**src/rtl/score_counter_bcd.sv**
```systemverilog
// Saturating 0..999 score accumulator; the displayed BCD score rolls toward the
// awarded total one step (+1 or +10) per frame tick.
module score_counter_bcd #(
    parameter int unsigned FAST_THRESHOLD = 20,
    parameter int unsigned MAX_SCORE      = 999
) (
    input  logic            clk,
    input  logic            resetN,
    input  logic            addReq,
    input  logic [6:0]      addValue,
    input  logic            clearScore,
    input  logic            rollTick,
    output logic [2:0][3:0] numbersToShow,
    output logic            busy,
    output logic            maxed
);

    localparam int unsigned BW = 10;
    localparam int unsigned SW = 11;
    localparam int unsigned VW = 7;

    typedef enum logic [1:0] {
        IDLE = 2'd0,
        ROLL = 2'd1,
        FULL = 2'd2
    } state_t;

    state_t          state, state_next;
    logic [2:0][3:0] disp_bcd, disp_bcd_next;
    logic [BW-1:0]   disp_bin, disp_bin_next;
    logic [BW-1:0]   pending, pending_next;

    logic            do_step;
    logic [3:0]      step;
    logic [VW-1:0]   add_clamped;
    logic [3:0]      ones_raw, tens_raw, ones_sum, tens_sum, hund_sum;
    logic            carry_ones, carry_tens;
    logic [SW-1:0]   rolled, award_sum, award_cap;

    // Step selection, decimal carry chain and pending/state update.
    always_comb begin
        state_next    = state;
        disp_bcd_next = disp_bcd;
        disp_bin_next = disp_bin;
        pending_next  = pending;
        award_sum     = '0;
        award_cap     = '0;

        add_clamped = (addValue > VW'(99)) ? VW'(99) : addValue;
        do_step     = rollTick && (pending != '0);
        step        = 4'd0;
        if (do_step) begin
            step = (pending >= BW'(FAST_THRESHOLD)) ? 4'd10 : 4'd1;
        end

        // 4 bits suffice: a digit plus carry-in plus one never exceeds 11.
        ones_raw   = disp_bcd[0] + 4'(step == 4'd1);
        carry_ones = (ones_raw > 4'd9);
        ones_sum   = carry_ones ? (ones_raw - 4'd10) : ones_raw;
        tens_raw   = disp_bcd[1] + 4'(carry_ones) + 4'(step == 4'd10);
        carry_tens = (tens_raw > 4'd9);
        tens_sum   = carry_tens ? (tens_raw - 4'd10) : tens_raw;
        hund_sum   = disp_bcd[2] + 4'(carry_tens);

        rolled = SW'(pending) - SW'(step);

        if (clearScore) begin
            disp_bcd_next = '0;
            disp_bin_next = '0;
            pending_next  = '0;
            state_next    = IDLE;
        end else begin
            if (do_step) begin
                disp_bcd_next = {hund_sum, tens_sum, ones_sum};
                disp_bin_next = disp_bin + BW'(step);
            end
            if (addReq && (state != FULL)) begin
                award_sum    = rolled + SW'(add_clamped);
                award_cap    = SW'(MAX_SCORE) - SW'(disp_bin_next);
                pending_next = BW'((award_sum < award_cap) ? award_sum : award_cap);
            end else begin
                pending_next = BW'(rolled);
            end

            if (pending_next != '0) begin
                state_next = ROLL;
            end else if (disp_bin_next == BW'(MAX_SCORE)) begin
                state_next = FULL;
            end else begin
                state_next = IDLE;
            end
        end
    end

    always_ff @(posedge clk) begin
        if (!resetN) begin
            state    <= IDLE;
            disp_bcd <= '0;
            disp_bin <= '0;
            pending  <= '0;
            busy     <= 1'b0;
            maxed    <= 1'b0;
        end else begin
            state    <= state_next;
            disp_bcd <= disp_bcd_next;
            disp_bin <= disp_bin_next;
            pending  <= pending_next;
            busy     <= (state_next == ROLL);
            maxed    <= (state_next == FULL);
        end
    end

    assign numbersToShow = disp_bcd;

endmodule

```
**config.mk**
```make
export PLATFORM = sky130hd
export DESIGN_NAME = score_counter_bcd
export DESIGN_NICKNAME = d
export VERILOG_FILES = /design/src/rtl/score_counter_bcd.sv
export SDC_FILE = /design/constraint.sdc
export NUM_CORES = 1
export LEC_CHECK = 0
export BUFFER_PORTS_ARGS = -buffer_cell sky130_fd_sc_hd__buf_2
export CAP_MARGIN = 10
export CORE_MARGIN = 5
export CORE_UTILIZATION = 60
export CTS_CLUSTER_SIZE = 16
export DETAILED_ROUTE_END_ITERATION = 6
export PLACE_DENSITY = 0.9
export SLEW_MARGIN = 40
export SYNTH_ARGS = -nofsm -noshare
export SYNTH_HDL_FRONTEND = slang
export SYNTH_SLANG_ARGS = --single-unit
```
**constraint.sdc**
```tcl
create_clock -name clk -period 17.25 [get_ports clk]
set_clock_uncertainty 0.2 [all_clocks]
set_input_delay 0 -clock clk [delete_from_list [all_inputs] [get_ports clk]]
set_output_delay 0 -clock clk [all_outputs]
set_load 0.005 [all_outputs]
```
# [Word-level counts from Yosys, hierarchy flattened]
# Index checks and enable logic that the tools add are counted.
[op_classes] muxes=13 eq_ne=6 n_bitwise=1 n_reduce_logical=5 add_sub_neg=10 n_lt_le_gt_ge=5
[ops] cell="$mux W10" n=5
[ops] cell="$reduce_bool A10 Y1" n=2
[ops] cell="$add A4 B1 Y4" n=4
[ops] cell="$mux W4" n=4
[ops] cell="$add A11 B7 Y11" n=1
[ops] cell="$lt A11 B11 Y1" n=1
[ops] cell="$sub A10 B10 Y11 const A" n=1
[ops] cell="$sub A10 B4 Y11" n=1
[ops] cell="$add A10 B4 Y10" n=1
[ops] cell="$eq A10 B10 Y1 const B" n=1
[ops] cell="$ge A10 B5 Y1 const B" n=1
[ops] cell="$gt A4 B4 Y1 const B" n=2
[ops] cell="$sub A4 B4 Y4 const B" n=2
[ops] cell="$gt A7 B7 Y1 const B" n=1
[ops] cell="$mux W7" n=1
[ops] cell="$mux W2" n=3
[ops] cell="$eq A4 B1 Y1 const B" n=1
[ops] cell="$eq A4 B4 Y1 const B" n=1
[ops] cell="$eq A2 B1 Y1 const B" n=1
[ops] cell="$eq A2 B2 Y1 const B" n=1
[ops] cell="$logic_and A1 B1 Y1" n=2
[ops] cell="$ne A2 B2 Y1 const B" n=1
[ops] cell="$reduce_or A2 Y1" n=1
[ops] cell="$not A1 Y1" n=1
[word_totals] inputBits=12 regBits=36

# [Logic depth before layout (Yosys ltp)]
# Gate-level depths: netlist (run 1).
[depth] depth_word=15 ltp_mapped=29

# [Worst setup path before layout (run 1)]
# No wires, ideal clock.
[synth_path] path_type="flip-flop to flip-flop" start="register pending[8]" end="register maxed" setup_slack_ps=10345 path_stages_with_launch=30 path_buffers=4 setup_ps=61 arrival_time_ps=6644 cell_sequence="dfxtp_1 or3_4 o41ai_2 buf_4 clkbuf_1 nor2_1 ha_1 fa_1 nand2b_1 a21oi_1 xor2_1 ha_1 o21a_1 o31a_1 o311a_1 o2bb2a_1 clkbuf_1 mux2i_1 nand3b_1 o21ai_0 ha_1 nand2_1 a21oi_1 a221oi_1 o21a_1 buf_6 mux2i_1 nand4_1 a2111oi_4 and4_1"
[synth_via] elab_chain_cells=15 elab_cells_between_ends=21 cone_classes="4 x add/sub; 2 x order compare; 2 x eq/ne; 10 x mux; 3 x reduce/logical"
[synth_lines] item="from (decl)" line_no="31" text="logic [BW-1:0] pending, pending_next;"
[synth_lines] item="from (signal assigned)" line_no="107" text="pending <= pending_next;"
[synth_lines] item="$ge A10 B5 Y1 or $reduce_bool A10 Y1 (tied branches)" line_no="53, 50"
[synth_lines] item="$mux W4 or $logic_and A1 B1 Y1 (tied branches)" line_no="53, 50"
[synth_lines] item="$mux W4" line_no="52" text="if (do_step) begin"
[synth_lines] item="$add A10 B4 Y10" line_no="75" text="disp_bin_next = disp_bin + BW'(step);"
[synth_lines] item="$mux W10" line_no="73" text="if (do_step) begin"
[synth_lines] item="$mux W10" line_no="67" text="if (clearScore) begin"
[synth_lines] item="$sub A10 B10 Y11" line_no="79" text="award_cap = SW'(MAX_SCORE) - SW'(disp_bin_next);"
[synth_lines] item="$lt A11 B11 Y1" line_no="80" text="pending_next = BW'((award_sum < award_cap) ? award_sum : award_cap);"
[synth_lines] item="$mux W10" line_no="80"
[synth_lines] item="$mux W10" line_no="77" text="if (addReq && (state != FULL)) begin"
[synth_lines] item="$mux W10" line_no="67"
[synth_lines] item="$reduce_bool A10 Y1" line_no="85" text="if (pending_next != '0) begin"
[synth_lines] item="$mux W2 (*)" line_no="85"
[synth_lines] item="$mux W2 (*)" line_no="67"
[synth_lines] item="$eq A2 B2 Y1 (*)" line_no="109" text="maxed <= (state_next == FULL);"
[synth_lines] item="to (signal assigned)" line_no="109"
[synth_lines] item="to (decl)" line_no="15" text="output logic maxed"
# Every way passes the cells marked *; elsewhere a longest branch is shown, timed or not. The select of a mux whose other input is x is not followed.
# A chain may end at the register's enable or synchronous reset.

# [Worst setup path after layout (run 1)]
# Same ends and word-level chain as after synthesis.

==> results.yml, run 1 <==
clock_network:
  cts_buffers: 5
  clockRootBuffer: "clkbuf_8"
  cts_tree: "done"
  cts.repair.resized: 0
  h-tree-depth: 2
  clk-insertion-delay-late_ns: 0.29
  cts_sinks: 35
  clock_path_buffers: 2
  cts_setup_buffers: 0
  hold_buffers: 0
  clk_pin_slew_ns: 0.08
floorplanning:
  die_x_um: 81.4
  core_area_sq_um: 5040
  die_h_um: 81.4
  io_pins: 26
  dieArea_sq_um: 6620
  num_rows: 26
  initial_core_util_pct: 60.6
layout:
  drive_above_1_share_pct: 12.4
  nNetsFinal: 448
  seqCellArea_sq_um: 701
  final_area_sq_um: 3360
  fillers: 379
  final_common_cell: "nor2_1"
  final_cell_mix: "nor2_1, dfxtp_1, ha_1"
  n_antenna_cell: 0
  multiInputGateArea_sq_um: 2210
  final_util_pct: 66.7
  areaGrowthSynthToFinish_pct: 9.90
global_routing:
  grt.total_usage_pct: 25.6
  grt_pass1_vias: 2784
  grt_first_pass_wirelength_um: 13200
  grt_overflow_total: 0
  grt_max_degree: 34
  antenna_found_initial: 0
sta:
  slew_violations: 0
  tns_ns: 0
  layout_min_cycle_time_ns: 7.15
  finalCritPeriodShare_pct: 41.4
  rsz0062_at_grt: "false"
  hold_viol: 0
  setup_viol: 0
  slew_headroom_pct: 48.8
  fmax_mhz: 140
  worstMarginPinSlew_ns: 0.767
synth:
  synthArstFlopShare_pct: 0
  synth_nets: 426
  ys_types: 67
  synth_edf_count: 0
  synthFlopType: "dfxtp_1"
  syn_avg_cell_area_sq_um: 8.07
  ys_ff_latch: 35
  ys_seq_area_share_pct: 22.9
  yosys_warnings: 0
  synth_area_sq_um: 3060
  syn_inst: 379
hold_path:
  hold_class: "in2reg"
  hp-start: "resetN"
drt:
  wl_per_cell_um: 16.8
  vias_per_cell: 6.28
  vias: 2963
  finalWirelength_um: 7940
  drc: 0
  dr.pass1.iters: 5
  ant_nets: 0
  drtIter0Drc: 263
placement:
  dpl_cell_area_sq_um: 3240
  hpwl_um: 6160
  port_buffers: 25
  globalplace.congestion: 0.946
critical_path:
  cp.arrival_ns: 7.18
  path_class: "reg2reg"
  crit_path_end_kind: "register"
  cpMaxStageDelayCell: "a221oi_1"
  ff2ff_setup_slack_ns: 10.10
  required_ns: 17.28
  timing.rr.start: "pending[8]$_SDFF_PP0_"
  crit_top_cell: "ha_1"
  critPathLaunchType: "register"
  crit_start: "pending[8]$_SDFF_PP0_"
  critPathMaxStageDelay_ns: 0.67
  crit_fanout: 9
job:
  maxCapViolations: 0
outcome:
  status: "finished, final reports clean"
## metrics by stage
step,worst slack (ns),hold WS (ns),std cells
floorplan,10.35,0.0842,379
finish,10.10,0.00299,472
CTS,10.23,0.00528,472
global route,9.73,0.0453,472
global placement,10.63,0.213,464
detailed placement,10.33,0.217,464
## flip-flops by register name (all words and copies together), names as in the netlist
register,cells
state,2
maxed,1
pending,10
numbersToShow,12
disp_bin,10
## synth_stat cells (all sizes together), types with 2 or more instances
master / count / area (sq um)
nor2: 47 / 176
dfxtp: 35 / 701
ha: 31 / 388
a21oi: 28 / 140
nand2: 27 / 101
inv: 26 / 97.6
xnor2: 15 / 131
a211oi: 13 / 97.6
o21ai: 13 / 68.8
xor2: 12 / 105
clkbuf: 9 / 33.8
nor3: 8 / 40.0
and2: 7 / 43.8
nand2b: 7 / 43.8
nand3: 7 / 35.0
or3: 7 / 48.8
mux2i: 6 / 60.1
or2: 6 / 37.5
nor2b: 5 / 31.3
o211ai: 5 / 37.5
o21a: 5 / 37.5
buf: 4 / 27.5
fa: 4 / 80.1
nand4: 4 / 25.0
a2111oi: 3 / 51.3
o31a: 3 / 26.3
o41ai: 3 / 41.3
a211o: 2 / 17.5
a21o: 2 / 15.0
a31oi: 2 / 12.5
and3: 2 / 12.5
and4: 2 / 17.5
nor4: 2 / 12.5
o41a: 2 / 22.5
or4: 2 / 15.0
## cell families after synthesis
| group | count (synthesis) | synth area share, % |
|---|---|---|
| fa+ha+maj | 35 | 15.3 |
| mux | 7 | 2.33 |
| simple gates | 138 | 22.4 |
| buf+inv | 39 | 5.20 |
| compound gates | 97 | 23.4 |
| flops | 35 | 22.9 |
| xor+xnor | 28 | 8.47 |
## worst max-delay path: cells and delay by family, from the launching register on
kind / cells / cell delay [ns]
AOI/OAI and AO/OA: 11 / 3.11
xor gates and xnor gates: 1 / 0.24
adders and majority gates: 4 / 1.27
DFF: 1 / 0.37
muxes: 2 / 0.53
and+or+nand+nor: 7 / 1.34
## layer usage
layer  share of wire (%)  global-route usage [%]
met3                 7.8                    3.66
met4                 2.9                    9.46
met2                  47                    41.5
met1                  42                    34.2
met5                   0                       0
## area by class of cell
| class | instances | area share [%] |
|---|---|---|
| flip-flops and latches | 35 | 20.8 |
| inverters | 26 | 2.90 |
| clock inverters | 2 | 1.04 |
| multi-input cells | 305 | 65.7 |
| repair buffers | 28 | 4.39 |
| well taps | 70 | 2.61 |
| clock buffers | 6 | 2.46 |
## path summary, 6_finish.rpt
kind                                    to  cells after the start
min reg2reg  numbersToShow[8]$_SDFFE_PP0N_                      2
max reg2reg               maxed$_SDFF_PN0_                     25
min                 disp_bin[6]$_SDFF_PP0_                      4
max                       maxed$_SDFF_PN0_                     25
Power of run 1 is not shown: default switching activity piles up to over one toggle a cycle in this logic, so the estimate is an artifact.
==> inputs of run 2 (changes only) <==
--- a/config.mk
+++ b/config.mk
@@ -5,13 +5,14 @@
 export SDC_FILE = /design/constraint.sdc
 export NUM_CORES = 1
 export LEC_CHECK = 0
+export ABC_AREA = 1
 export BUFFER_PORTS_ARGS = -buffer_cell sky130_fd_sc_hd__buf_2
 export CAP_MARGIN = 10
 export CORE_MARGIN = 5
-export CORE_UTILIZATION = 60
+export CORE_UTILIZATION = 55
 export CTS_CLUSTER_SIZE = 16
 export DETAILED_ROUTE_END_ITERATION = 6
-export PLACE_DENSITY = 0.9
+export PLACE_DENSITY = 0.87
 export SLEW_MARGIN = 40
 export SYNTH_ARGS = -nofsm -noshare
 export SYNTH_HDL_FRONTEND = slang
==> constraint.sdc (replaced) <==
create_clock -name clk -period 6 [get_ports clk]
set_clock_uncertainty 0.2 [all_clocks]
set_input_delay 0 -clock clk [delete_from_list [all_inputs] [get_ports clk]]
set_output_delay 0 -clock clk [all_outputs]
set_load 0.005 [all_outputs]
==> run 2 against run 1 <==
- die area is 13% higher
- routed wire length is 1.7% higher
- maximum frequency is 28% higher
- via count is 11% higher
- non-clock buffer count is 4 higher
- critical path type unchanged
- highest routed layer unchanged
==> results.yml, run 2 <==
outcome:
  status: "finished, final reports clean"
global_routing:
  grt_max_degree: 29
  grt.total_usage_pct: 22.1
  grt_first_pass_wirelength_um: 13400
  grt_pass1_vias: 3057
  antenna_found_initial: 0
  grt_overflow_total: 0
synth:
  syn_inst: 516
  yosysTopAreaCellShare_pct: 21.8
  ys_seq_area_share_pct: 21.8
  yosys_warnings: 0
  ys_top_cells_by_count: "nand2_1, inv_1, nor2_1, nand3_1, dfxtp_1"
  syn_avg_cell_area_sq_um: 6.22
  ys_ff_latch: 35
  ys_types: 34
  yosys.area.top_type: "dfxtp_1"
  synth.most_common_cell: "nand2_1"
  synth_area_leaders: "dfxtp_1, nand2_1, ha_1, inv_1, nand3_1"
  synthFlopType: "dfxtp_1"
  synthArstFlopShare_pct: 0
  synth_edf_count: 0
  synth_nets: 563
  synth_area_sq_um: 3210
layout:
  final_cell_mix: "nand2_1, inv_1, nor2_1"
  final_common_cell: "nand2_1"
  largest_reg_flops: 12
  seqCellArea_sq_um: 701
  nNetsFinal: 591
  final_area_sq_um: 3560
  drive_above_1_share_pct: 11.7
  n_antenna_cell: 0
  fillers: 519
  areaGrowthSynthToFinish_pct: 11.1
  multiInputGateArea_sq_um: 2150
sta:
  hold_viol: 0
  layout_min_cycle_time_ns: 5.56
  slew_violations: 0
  setup_viol: 0
  slew_headroom_pct: 48.2
  fmax_mhz: 180
  worstMarginPinSlew_ns: 0.777
  finalCritPeriodShare_pct: 92.7
placement:
  dpl_cell_area_sq_um: 3390
  globalplace.congestion: 1.03
  hpwl_um: 6380
  port_buffers: 25
critical_path:
  cp.arrival_ns: 5.59
  crit_fanout: 11
  required_ns: 6.03
  crit_top_cell: "nand2_1"
  critPathLaunchType: "register"
  cpMaxStageDelayCell: "dfxtp_1"
  crit_path_end_kind: "register"
  critPathMaxStageDelay_ns: 0.34
  path_class: "reg2reg"
clock_network:
  cts_sinks: 35
  clk-insertion-delay-late_ns: 0.29
  cts_buffers: 5
  cts_tree: "done"
  clock_path_buffers: 2
  clockRootBuffer: "clkbuf_8"
  clk_pin_slew_ns: 0.08
  cts_setup_buffers: 0
  h-tree-depth: 2
floorplanning:
  die_x_um: 86.4
  initial_core_util_pct: 57.6
  dieArea_sq_um: 7460
  num_rows: 27
  die_h_um: 86.4
  io_pins: 26
  core_area_sq_um: 5570
drt:
  finalWirelength_um: 8070
  drc: 0
  vias_per_cell: 5.33
  vias: 3287
  drtIter0Drc: 227
  dr.pass1.iters: 5
  ant_nets: 0
  wl_per_cell_um: 13.1
hold_path:
  hold_class: "in2reg"
job:
  maxCapViolations: 0
run 2: changes by cell type in the layout (fill, tap and decap cells not counted), moves of 7 or more:
cell and change:
nand2_2 +7, a211oi_1 -11, inv_1 +56, nor2_1 +18, nand2_1 +106, xnor2_1 -8, nand3_1 +44, nand2b_1 -7
run 2: cells by family after synthesis:
kind of cell	count (synthesis)	share of synthesized area, %
AO/OA/AOI/OAI	53	9.71
buffers and inverters	95	11.7
XOR/XNOR	15	4.10
adder cells (fa/ha/maj)	35	14.6
AND/OR/NAND/NOR	283	38.1
flip-flops	35	21.8
run 2: cell type report:
class / count / area share [%]
Multi-Input combinational cell: 386 / 60.4
Sequential cell: 35 / 19.7
Inverter: 84 / 8.85
Timing Repair Buffer: 32 / 5.27
Tap cell: 72 / 2.53
Clock buffer: 6 / 2.32
Clock inverter: 2 / 0.983
run 2: worst paths after layout:
check	from	to	slack [ns]	cells past startpoint
min reg2reg	numbersToShow[10]$_SDFFE_PP0N_	numbersToShow[10]$_SDFFE_PP0N_	0.28	2
max	pending[7]$_SDFF_PP0_	maxed$_SDFF_PN0_	0.44	37
min	addValue[0]	pending[0]$_SDFF_PP0_	0.24	7
max reg2reg	pending[7]$_SDFF_PP0_	maxed$_SDFF_PN0_	0.44	37
run 2: per-stage QoR:
stage | TNS, ns | util, % | worst slack, ns | cells | hold slack [ns]
global route | -0.0120 | 64.0 | -0.0120 | 617 | 0.298
global placement | 0 | 60.7 | 0.447 | 605 | 0.180
finish | 0 | 64.0 | 0.438 | 617 | 0.238
CTS | 0 | 63.6 | 0.221 | 617 | 0.245
detailed placement | 0 | 60.7 | 0.306 | 605 | 0.180
floorplan | 0 | - | 0.524 | 516 | 0.0353
run 2: what timing repair did:
action,4_1_cts,5_1_grt
hold buffers,4,0
resized for setup,0,5
endpoints found under the hold margin,13,0
setup endpoints to repair,0,11
run 2: layer usage:
layer	vias up	wire, um	global-route usage (%)
li1	1692	-	-
met1	1461	3350	25.6
met2	107	3890	38.9
met3	27	469	3.99
met4	0	366	10.9
met5	-	0	0
run 2: worst max-delay path: cells and delay by family (launching register included):
family	cells	cell delay (ns)
and+or+nand+nor	19	2.14
xor gates and xnor gates	1	0.18
buffers and inverters	8	0.69
AOI/OAI and AO/OA	5	0.89
adders and majority gates	4	1.04
DFF	1	0.34
Power of run 2 is left out for the same reason.
